**config.mk**
```make
export PLATFORM = sky130hd
export DESIGN_NAME = long_op_scoreboard
export DESIGN_NICKNAME = d
export VERILOG_FILES = /design/src/rtl/long_op_scoreboard.sv
export SDC_FILE = /design/constraint.sdc
export NUM_CORES = 1
export LEC_CHECK = 0
export BUFFER_PORTS_ARGS = -buffer_cell sky130_fd_sc_hd__buf_2
export CORE_ASPECT_RATIO = 0.7
export CORE_MARGIN = 4
export CORE_UTILIZATION = 50
export DETAILED_ROUTE_END_ITERATION = 7
export PLACE_DENSITY = 0.87
export SYNTH_ARGS = -nofsm -noshare
export SYNTH_HDL_FRONTEND = slang
export SYNTH_SLANG_ARGS = --single-unit
```
**constraint.sdc**
```tcl
create_clock -name clk -period 3.4 [get_ports clk]
set_input_delay 0.17 -clock clk [delete_from_list [all_inputs] [get_ports clk]]
set_output_delay 0.17 -clock clk [all_outputs]
set_load 0.1 [all_outputs]
```
**src/rtl/long_op_scoreboard.sv**
```systemverilog
// Pending-write scoreboard and register-file write-port arbiter for the
// multicycle unit: hazard stalls, LU issue/writeback control, starvation guard.
//
// state  | meaning
// IDLE   | no LU ops outstanding
// ACTIVE | LU ops outstanding, writebacks flowing
// STARVE | LU result waited too long; pipeline frozen until it is granted
module long_op_scoreboard #(
  parameter int MAX_PENDING  = 4,
  parameter int STARVE_LIMIT = 3
) (
  input  logic        clk,
  input  logic        rst,
  input  logic [4:0]  rs_id,
  input  logic [4:0]  rt_id,
  input  logic        use_rs_id,
  input  logic        use_rt_id,
  input  logic [4:0]  dst_id,
  input  logic        regwrite_id,
  input  logic        issue_long,
  input  logic        lu_ready,
  input  logic        flush,
  input  logic        regwrite_wb,
  input  logic        lu_wb_req,
  input  logic [4:0]  lu_wb_dst,
  output logic        issue_fire,
  output logic        lu_wb_grant,
  output logic        ifid_write,
  output logic        pcwrite,
  output logic        hazard,
  output logic [31:0] busy,
  output logic [3:0]  pending_cnt,
  output logic [1:0]  sb_state,
  output logic        err
);

  localparam logic [1:0] S_IDLE   = 2'b00;
  localparam logic [1:0] S_ACTIVE = 2'b01;
  localparam logic [1:0] S_STARVE = 2'b10;

  localparam logic [3:0] MAX_P   = 4'(MAX_PENDING);
  localparam logic [3:0] STARVE_L = 4'(STARVE_LIMIT);

  logic [31:0] busy_q, busy_d;
  logic [3:0]  cnt_q, cnt_d;
  logic [3:0]  wait_q, wait_d;
  logic [1:0]  st_q, st_d;
  logic        err_q, err_d;
  logic        raw, waw, structural, stall;

  always_comb begin
    raw        = (use_rs_id & busy_q[rs_id]) | (use_rt_id & busy_q[rt_id]);
    waw        = regwrite_id & (dst_id != 5'd0) & busy_q[dst_id];
    structural = issue_long & ((cnt_q == MAX_P) | ~lu_ready);
    stall      = raw | waw | structural | (st_q == S_STARVE);
  end

  assign hazard      = stall;
  assign ifid_write  = ~stall;
  assign pcwrite     = ~stall;
  assign issue_fire  = issue_long & ~stall & ~flush;
  assign lu_wb_grant = lu_wb_req & ~regwrite_wb;

  assign busy        = busy_q;
  assign pending_cnt = cnt_q;
  assign sb_state    = st_q;
  assign err         = err_q;

  always_comb begin
    busy_d = busy_q;
    if (lu_wb_grant) busy_d[lu_wb_dst] = 1'b0;
    if (issue_fire && regwrite_id && (dst_id != 5'd0)) busy_d[dst_id] = 1'b1;
    busy_d[0] = 1'b0;

    cnt_d = cnt_q;
    err_d = err_q;
    if (issue_fire && !lu_wb_grant) begin
      cnt_d = cnt_q + 4'd1;
    end else if (lu_wb_grant && !issue_fire && (cnt_q != 4'd0)) begin
      cnt_d = cnt_q - 4'd1;
    end
    // a writeback with nothing outstanding means the LU and scoreboard disagree
    if (lu_wb_grant && (cnt_q == 4'd0)) err_d = 1'b1;

    if (!lu_wb_req || lu_wb_grant) wait_d = 4'd0;
    else if (wait_q != 4'hF)       wait_d = wait_q + 4'd1;
    else                           wait_d = wait_q;

    st_d = st_q;
    case (st_q)
      S_IDLE:   if (issue_fire) st_d = S_ACTIVE;
      S_ACTIVE: begin
        if (cnt_d == 4'd0)           st_d = S_IDLE;
        else if (wait_d >= STARVE_L) st_d = S_STARVE;
      end
      S_STARVE: if (lu_wb_grant) st_d = (cnt_d == 4'd0) ? S_IDLE : S_ACTIVE;
      default:  st_d = S_IDLE;
    endcase
  end

  always_ff @(posedge clk) begin
    if (rst) begin
      busy_q <= 32'd0;
      cnt_q  <= 4'd0;
      wait_q <= 4'd0;
      st_q   <= S_IDLE;
      err_q  <= 1'b0;
    end else begin
      busy_q <= busy_d;
      cnt_q  <= cnt_d;
      wait_q <= wait_d;
      st_q   <= st_d;
      err_q  <= err_d;
    end
  end

endmodule
```
==> reports/qor.log, run 1 <==
qor: outcome.status complete, no violations
qor: clocking.cts.hold.buffers_added 0
qor: floorplan.boundaryPins 74
qor: timing.fin_skew 0.006685 ns
qor: power_and_ir_drop.leakagePower 1.493 nW
qor: synthesis.post_synth_most_frequent_cells sky130_fd_sc_hd__dfxtp_1, sky130_fd_sc_hd__nand2_1, sky130_fd_sc_hd__o21ai_0
qor: finish.antenna_cells_inserted 0
qor: min_path.min_from regwrite_wb
qor: min_path.worstHoldPathCells 3
qor: finish.layout-drive-gt1-share 37.91%
qor: drt.via_cell_ratio 6.509
qor: placement.portBuffers 72
qor: drt.route.vias.total 3235
qor: finish.filler_cell_count 483
qor: setup_path.start_kind flip-flop
qor: timing.worst_hold_margin 0.2590 ns
qor: global_route.antenna_found_initial 0
qor: power_and_ir_drop.power.switching_fraction 36.97%
qor: power_and_ir_drop.power-per-cell-area 374.4 nW/µm²
qor: synthesis.yosys.cell_count.top_type sky130_fd_sc_hd__dfxtp_1
qor: timing.least_margin_pin_slew 0.7572 ns
qor: setup_path.reg2reg_slack 0.14 ns
qor: clocking.cts_root_buf sky130_fd_sc_hd__clkbuf_8
qor: synthesis.most_area_consuming_cells_after_synthesis sky130_fd_sc_hd__dfxtp_1, sky130_fd_sc_hd__mux4_2, sky130_fd_sc_hd__mux2i_1
qor: finish.area_delta_synth_final 24.40%
qor: drt.detail_route.wirelength 10170 µm
qor: synthesis.postSynth.asyncResetShare 0%
qor: setup_path.worst_reg2reg_path_length_in_cells 11
qor: synthesis.ys_seq_elements 42
qor: timing.fin_crit_sh 95.84%
qor: job.max-cap-violations 0
qor: floorplan.core-area 5698 µm²
qor: clocking.cts.path.max_buffers 2
qor: drt.ant_nets 0
qor: synthesis.synth.net_count 379
qor: power_and_ir_drop.power.net_switching 0.0005059 W
qor: timing.unrepaired_setup_endpoints_after_global_routing no
qor: synthesis.synthesis.instances 346
qor: clocking.tritoncts built
qor: clocking.cts_max_level 2
qor: floorplan.die_area 7185 µm²
qor: floorplan.die_width 99.62 µm
qor: synthesis.number_of_flops_mapped_to_enable_cells_by_yosys 0
qor: finish.finalInstanceArea 3655 µm²
qor: min_path.min_path_type in2reg
qor: synthesis.syn_avg_cell_area 8.491 µm²
qor: floorplan.die_height 72.13 µm
qor: synthesis.cell_taking_the_most_area_after_synthesis sky130_fd_sc_hd__dfxtp_1
qor: power_and_ir_drop.clockPowerShare 29.9%
qor: clocking.cts_num_sinks 42
qor: setup_path.setup.worst_path.class reg2reg
qor: placement.placedInstanceArea 3506 µm²
qor: synthesis.warnings_from_yosys 0
qor: clocking.cts_made_buffers 5
qor: global_route.vias_in_the_first_global_route 3098
qor: drt.drt_iter0_markers 478
qor: clocking.insertion_delay 0.29 ns
qor: timing.timing.final.crit_period 3.258 ns
qor: floorplan.initial_cell_density_of_the_core 51.56%
qor: finish.finalNetCount 455
qor: power_and_ir_drop.internal-power 0.0008626 W
qor: setup_path.crit_path_max_fanout 6
qor: setup_path.rr_startpoint busy[22]
qor: power_and_ir_drop.seq_power_share 38.6%
qor: drt.firstDrtPassIters 8
qor: setup_path.crit_arrival 3.46 ns
qor: global_route.grt.overflow.total 0
qor: synthesis.synth_cell_type_count 55
qor: global_route.grt_max_degree 41
qor: floorplan.placementRows 23
qor: timing.finalHoldViolations 0
qor: timing.max_freq 306.9 MHz
qor: synthesis.seq_area_frac_synth 28.62%
qor: placement.dp.final_hpwl 7560 µm
qor: global_route.wire_length_of_the_first_global_routing_pass 15940 µm
qor: global_route.grt.total_usage 28.35%
qor: setup_path.end_kind flip-flop
qor: synthesis.synth_top_area_share 28.62%
qor: drt.remaining_drc_errors 0
qor: timing.final_max_slew_viol_count 0
qor: setup_path.critPathRequiredTime 3.60 ns
qor: power_and_ir_drop.combPwrFrac 31.5%
qor: drt.detailed_route_wire_length_per_cell 20.47 µm
qor: placement.globalplace.congestion 0.9280
qor: clocking.reg_clk_slew_reported_paths 0.08 ns
qor: timing.finalSetupViolations 0
qor: timing.final.setup.tns 0 ns
qor: power_and_ir_drop.ir_worst_vdd 223.1 µV
qor: timing.timing.max_slew.rel_slack 49.52%
qor: synthesis.syn_area 2938 µm²
qor: setup_path.critPathLaunch busy[22]
qor: synthesis.dominantRegCellSynth sky130_fd_sc_hd__dfxtp_1
==> metrics by stage <==
stage	utilization (%)	setup WS (ns)	total power [W]	instances
floorplan	-	0.0009126	0.0008605	346
global placement	61.53	0.1598	0.0009441	490
detailed placement	61.53	0.02413	0.0009530	490
CTS	63.50	0.08408	0.001351	497
global route	64.14	0.003226	0.001421	497
finish	64.14	0.1415	0.001368	497
==> sequential cells by signal, indices dropped and copies added (netlist names) <==
name         count
busy            31
err              1
pending_cnt      4
wait_q           4
sb_state         2
==> worst max-delay path, cell delays in order, from the launching register on <==
cell	delay, ns
sky130_fd_sc_hd__dfxtp_4	0.37
sky130_fd_sc_hd__mux4_2	0.46
sky130_fd_sc_hd__a32o_1	0.26
sky130_fd_sc_hd__a221oi_2	0.20
sky130_fd_sc_hd__a31oi_2	0.17
sky130_fd_sc_hd__a2111oi_4	0.45
sky130_fd_sc_hd__nand2_4	0.19
sky130_fd_sc_hd__mux2_1	0.34
sky130_fd_sc_hd__mux2i_1	0.18
sky130_fd_sc_hd__nor3b_1	0.25
sky130_fd_sc_hd__a2111oi_0	0.10
sky130_fd_sc_hd__a21o_1	0.19
==> power groups by stage <==
| stage | Clock (W) | Combinational [W] | Sequential, W |
|---|---|---|---|
| floorplan | 0 | 0.000231 | 0.000630 |
| global placement | 0 | 0.000408 | 0.000536 |
| global route | 0.000436 | 0.000455 | 0.000530 |
| detailed placement | 0 | 0.000416 | 0.000537 |
| CTS | 0.000409 | 0.000417 | 0.000525 |
| finish | 0.000410 | 0.000431 | 0.000528 |
==> kinds of logic (layout without fill, tap and decap cells) <==
kind of cell,Yosys count,after routing,share of synthesized area [%]
DFF,42,42,28.62
muxes,41,41,20.57
buffers and inverters,32,108,4.940
xor gates and xnor gates,2,2,0.5964
and+or+nand+nor,128,128,23.34
adders and majority gates,3,3,1.278
AOI/OAI and AO/OA,97,97,20.53
other,1,1,0.1276
==> timing repair <==
action / in CTS / in global routing
gates resized for setup: 0 / 7
buffers inserted: 0 / 0
setup endpoints to repair: 0 / 1
==> cell type report <==
cell class | instances | area, µm² | share of cell area (%)
clock buffer | 6 | 82.58 | 2.259
sequential | 42 | 912.1 | 24.96
clock inverter | 1 | 30.03 | 0.8216
tap | 75 | 93.84 | 2.568
multi-input combinational | 272 | 1991 | 54.47
inverter | 13 | 65.06 | 1.780
timing repair buffer | 88 | 480.5 | 13.15
==> path summary, 6_finish.rpt <==
| kind | end |
|---|---|
| min | wait_q[0] |
| max | sb_state[0] |
| min reg2reg | err |
| max reg2reg | sb_state[0] |
==> per-layer routing <==
layer	track usage [%]	vias up	part of all wire, %
li1	-	1434	-
met1	40.01	1520	41
met2	41.67	249	43
met3	8.357	32	14
met4	9.545	0	2.1
met5	0	-	0
==> cells in the final DEF, fill, tap and decap left out, types with 9 or more instances in the layout <==
cell type                   n
sky130_fd_sc_hd__dfxtp_4   12
sky130_fd_sc_hd__dfxtp_2   21
sky130_fd_sc_hd__dfxtp_1    9
sky130_fd_sc_hd__mux4_2    15
sky130_fd_sc_hd__o21ai_0   36
sky130_fd_sc_hd__nand2_1   35
sky130_fd_sc_hd__nand3b_1  10
sky130_fd_sc_hd__inv_1     11
sky130_fd_sc_hd__mux2i_1   21
sky130_fd_sc_hd__buf_4     16
sky130_fd_sc_hd__a21oi_1   31
sky130_fd_sc_hd__nor2_1    22
sky130_fd_sc_hd__nand3_1   10
sky130_fd_sc_hd__buf_2     72
Power figures use the tool's default switching activity.
==> run 2: changes to the inputs <==
CORE_UTILIZATION = 54   (was 50)
PLACE_DENSITY = 0.92   (was 0.87)
clock period = 3.2 ns   (was 3.4 ns; I/O delays follow)
==> reports/qor.log, run 2 (synthesis gave the netlist of run 1 again) <==
qor: placement.portBuffers 72 [unchanged]
qor: finish.antenna_cells_inserted 0 [unchanged]
qor: timing.finalSetupViolations 1 [+1]
qor: floorplan.die_height 69.71 µm [-3.4%]
qor: timing.timing.final.crit_period 3.211 ns [-0.04722 ns]
qor: placement.globalplace.congestion 1.044 [+13%]
qor: global_route.grt.overflow.total 0 [unchanged]
qor: timing.timing.max_slew.rel_slack 48.31% [-1.2 points]
qor: power_and_ir_drop.power-per-cell-area 370.0 nW/µm² [-1.2%]
qor: placement.dpl.cell_count 489 [-0.20%]
qor: timing.max_freq 311.4 MHz [+1.5%]
qor: clocking.cts_root_buf sky130_fd_sc_hd__clkbuf_8
qor: finish.post_layout_nonfiller_instances 500 [+0.60%]
qor: setup_path.crit_arrival 3.44 ns [-0.02 ns]
qor: finish.layout.core_utilization 71.09% [+6.9 points]
qor: setup_path.crit_path_max_fanout 8 [+2]
qor: global_route.met1_demand_to_capacity_share_in_global_routing 45.04% [+5.0 points]
qor: finish.finalNetCount 460 [+1.1%]
qor: timing.final.setup.tns -0.01125 ns [-0.01125 ns]
qor: drt.drt_iter0_markers 439 [-8.2%]
qor: outcome.status complete, but fails checks
qor: timing.layout_setup_ws -0.01125 ns [-0.1528 ns]
qor: setup_path.critical-path-max-stage-delay 0.47 ns [about the same]
qor: finish.layout-drive-gt1-share 39.49% [+1.6 points]
qor: timing.fin_skew 0.006369 ns [-0.0003159 ns]
qor: clocking.insertion_delay 0.30 ns [about the same]
qor: floorplan.die_area 6703 µm² [-6.7%]
qor: setup_path.start_kind flip-flop
qor: power_and_ir_drop.combPwrFrac 34.2% [+2.7 points]
qor: setup_path.end_kind flip-flop
qor: global_route.grt_max_degree 41 [unchanged]
qor: power_and_ir_drop.power.net_switching 0.0005620 W [+11%]
qor: global_route.antenna_found_initial 0 [unchanged]
qor: floorplan.placementRows 22 [-4.3%]
qor: timing.fin_crit_sh 100.4% [+4.5 points]
qor: global_route.grt.total_usage 30.76% [+2.4 points]
qor: drt.remaining_drc_errors 0 [unchanged]
qor: timing.finalHoldViolations 0 [unchanged]
qor: drt.route.vias.total 3289 [+1.7%]
qor: job.max-cap-violations 0 [unchanged]
qor: clocking.tritoncts built
qor: setup_path.critical-path-slowest-cell sky130_fd_sc_hd__mux4_2
qor: floorplan.boundaryPins 74 [unchanged]
qor: floorplan.initial_cell_density_of_the_core 55.88% [+4.3 points]
qor: placement.placedInstanceArea 3595 µm² [+2.5%]
qor: clocking.reg_clk_slew_reported_paths 0.09 ns [about the same]
qor: power_and_ir_drop.seq_power_share 39.6% [+1.0 points]
qor: clocking.cts.hold.buffers_added 0 [unchanged]
qor: finish.final_cell_mix sky130_fd_sc_hd__buf_2, sky130_fd_sc_hd__o21ai_0, sky130_fd_sc_hd__nand2_1, sky130_fd_sc_hd__a21oi_1, sky130_fd_sc_hd__dfxtp_4
qor: min_path.min_path_type in2reg
qor: finish.finalInstanceArea 3737 µm² [+2.3%]
qor: power_and_ir_drop.leakagePower 1.508 nW [+1.0%]
qor: finish.mostFrequentLayoutCell sky130_fd_sc_hd__buf_2
qor: timing.final_max_slew_viol_count 0 [unchanged]
qor: setup_path.critPathRequiredTime 3.43 ns [-0.17 ns]
qor: timing.unrepaired_setup_endpoints_after_global_routing yes
qor: power_and_ir_drop.internal-power 0.0008209 W [-4.8%]
qor: global_route.global_routing_usage_on_met3 7.158% [-1.2 points]
qor: placement.dp.final_hpwl 7635 µm [+0.98%]
qor: clocking.cts_made_buffers 5 [unchanged]
qor: finish.largest_register_ffs 31 [unchanged]
qor: global_route.wire_length_of_the_first_global_routing_pass 16060 µm [+0.78%]
qor: power_and_ir_drop.power.switching_fraction 40.64% [+3.7 points]
qor: setup_path.setup.worst_path.class reg2reg
qor: global_route.vias_in_the_first_global_route 3074 [-0.77%]
qor: drt.ant_nets 0 [unchanged]
qor: timing.least_margin_pin_slew 0.7753 ns [+0.01816 ns]
qor: floorplan.core-area 5258 µm² [-7.7%]
qor: floorplan.die_width 96.16 µm [-3.5%]
qor: global_route.gr-usage-met2 45.22% [+3.6 points]
qor: drt.via_cell_ratio 6.578 [+1.1%]
qor: setup_path.critical_path_buf_inv_count 2 [+2]
qor: global_route.grt_most_used_layer met2
qor: clocking.cts_max_level 2 [unchanged]
qor: clocking.cts.path.max_buffers 2 [unchanged]
qor: drt.firstDrtPassIters 5 [-3]
qor: power_and_ir_drop.ir_worst_vdd 218.2 µV [-2.2%]
qor: outcome.failed_checks setup timing
qor: finish.filler_cell_count 419 [-13%]
qor: setup_path.worst_path_most_repeated_cell sky130_fd_sc_hd__mux2i_1
qor: drt.detailed_route_wire_length_per_cell 20.35 µm [-0.59%]
qor: setup_path.timing.critical_path.max_delay_family compound AO/OA/AOI/OAI gates
qor: clocking.cts_num_sinks 42 [unchanged]
qor: power_and_ir_drop.clockPowerShare 26.2% [-3.7 points]
qor: setup_path.critical_path.cell_chain mux4_2 > a32o_1 > a221oi_2 > a31oi_2 > a2111oi_4 > buf_4 > nand2_8 > clkinv_8 > mux2i_1 > mux2i_1 > nor3b_2 > or4_1 > a21oi_1
qor: drt.detail_route.wirelength 10170 µm [about the same]
qor: finish.area_delta_synth_final 27.21%
==> run 2: changes by cell type in the layout (fill, tap and decap cells not counted), moves of 2 or more <==
cell / change
sky130_fd_sc_hd__dfxtp_4: +16
sky130_fd_sc_hd__dfxtp_2: -14
sky130_fd_sc_hd__buf_4: +5
sky130_fd_sc_hd__dfxtp_1: -2
==> run 2: through the flow <==
step	worst slack, ns	total power [W]	hold WS, ns
finish	-0.01125	0.001383	0.2511
global route	-0.1519	0.001444	0.2371
CTS	0.01150	0.001369	0.2325
detailed placement	0.01665	0.001016	0.4659
global placement	0.1145	0.001007	0.4442
floorplan	-0.08604	0.0009111	0.3580
==> run 2: power groups by stage <==
stage	logic, W	registers, W	clock network (W)
2_1_floorplan	0.000255	0.000657	0
3_3_place_gp	0.000450	0.000557	0
3_5_place_dp	0.000458	0.000559	0
4_1_cts	0.000458	0.000546	0.000364
5_1_grt	0.000500	0.000552	0.000392
6_report	0.000473	0.000547	0.000363
==> run 2: final timing paths <==
path / from / end / slack (ns) / depth (start not counted)
setup / recovery: busy[22] / sb_state[1] / -0.01 / 13
setup reg to reg: busy[22] / sb_state[1] / -0.01 / 13
hold / removal: regwrite_wb / wait_q[0] / 0.25 / 3
hold reg to reg: err / err / 0.49 / 2
==> run 2: tightest hold or removal path, cell delays in order <==
cell and delay [ns]:
sky130_fd_sc_hd__buf_2 0.11, sky130_fd_sc_hd__nand3b_1 0.18, sky130_fd_sc_hd__nor2_1 0.07
==> run 2: repair_timing <==
item / in CTS / in global routing
setup buffers: 0 / 3
gates resized for setup: 0 / 6
setup endpoints to repair: 0 / 3
==> run 2: final cells by class <==
type / count / area, µm² / share of cell area (%)
Multi-Input combinational cell: 272 / 2002 / 53.57
Sequential cell: 42 / 954.7 / 25.54
Timing Repair Buffer: 93 / 533.0 / 14.26
Tap cell: 72 / 90.09 / 2.410
Clock buffer: 5 / 68.82 / 1.841
Inverter: 13 / 65.06 / 1.741
Clock inverter: 3 / 23.77 / 0.6361
==> run 2: layer usage <==
layer | wire length [µm] | vias to the layer above | part of all wire [%]
li1 | - | 1452 | -
met3 | 1314 | 22 | 13
met1 | 4174 | 1572 | 41
met4 | 171 | 0 | 1.7
met5 | 0 | - | 0
met2 | 4514 | 243 | 44
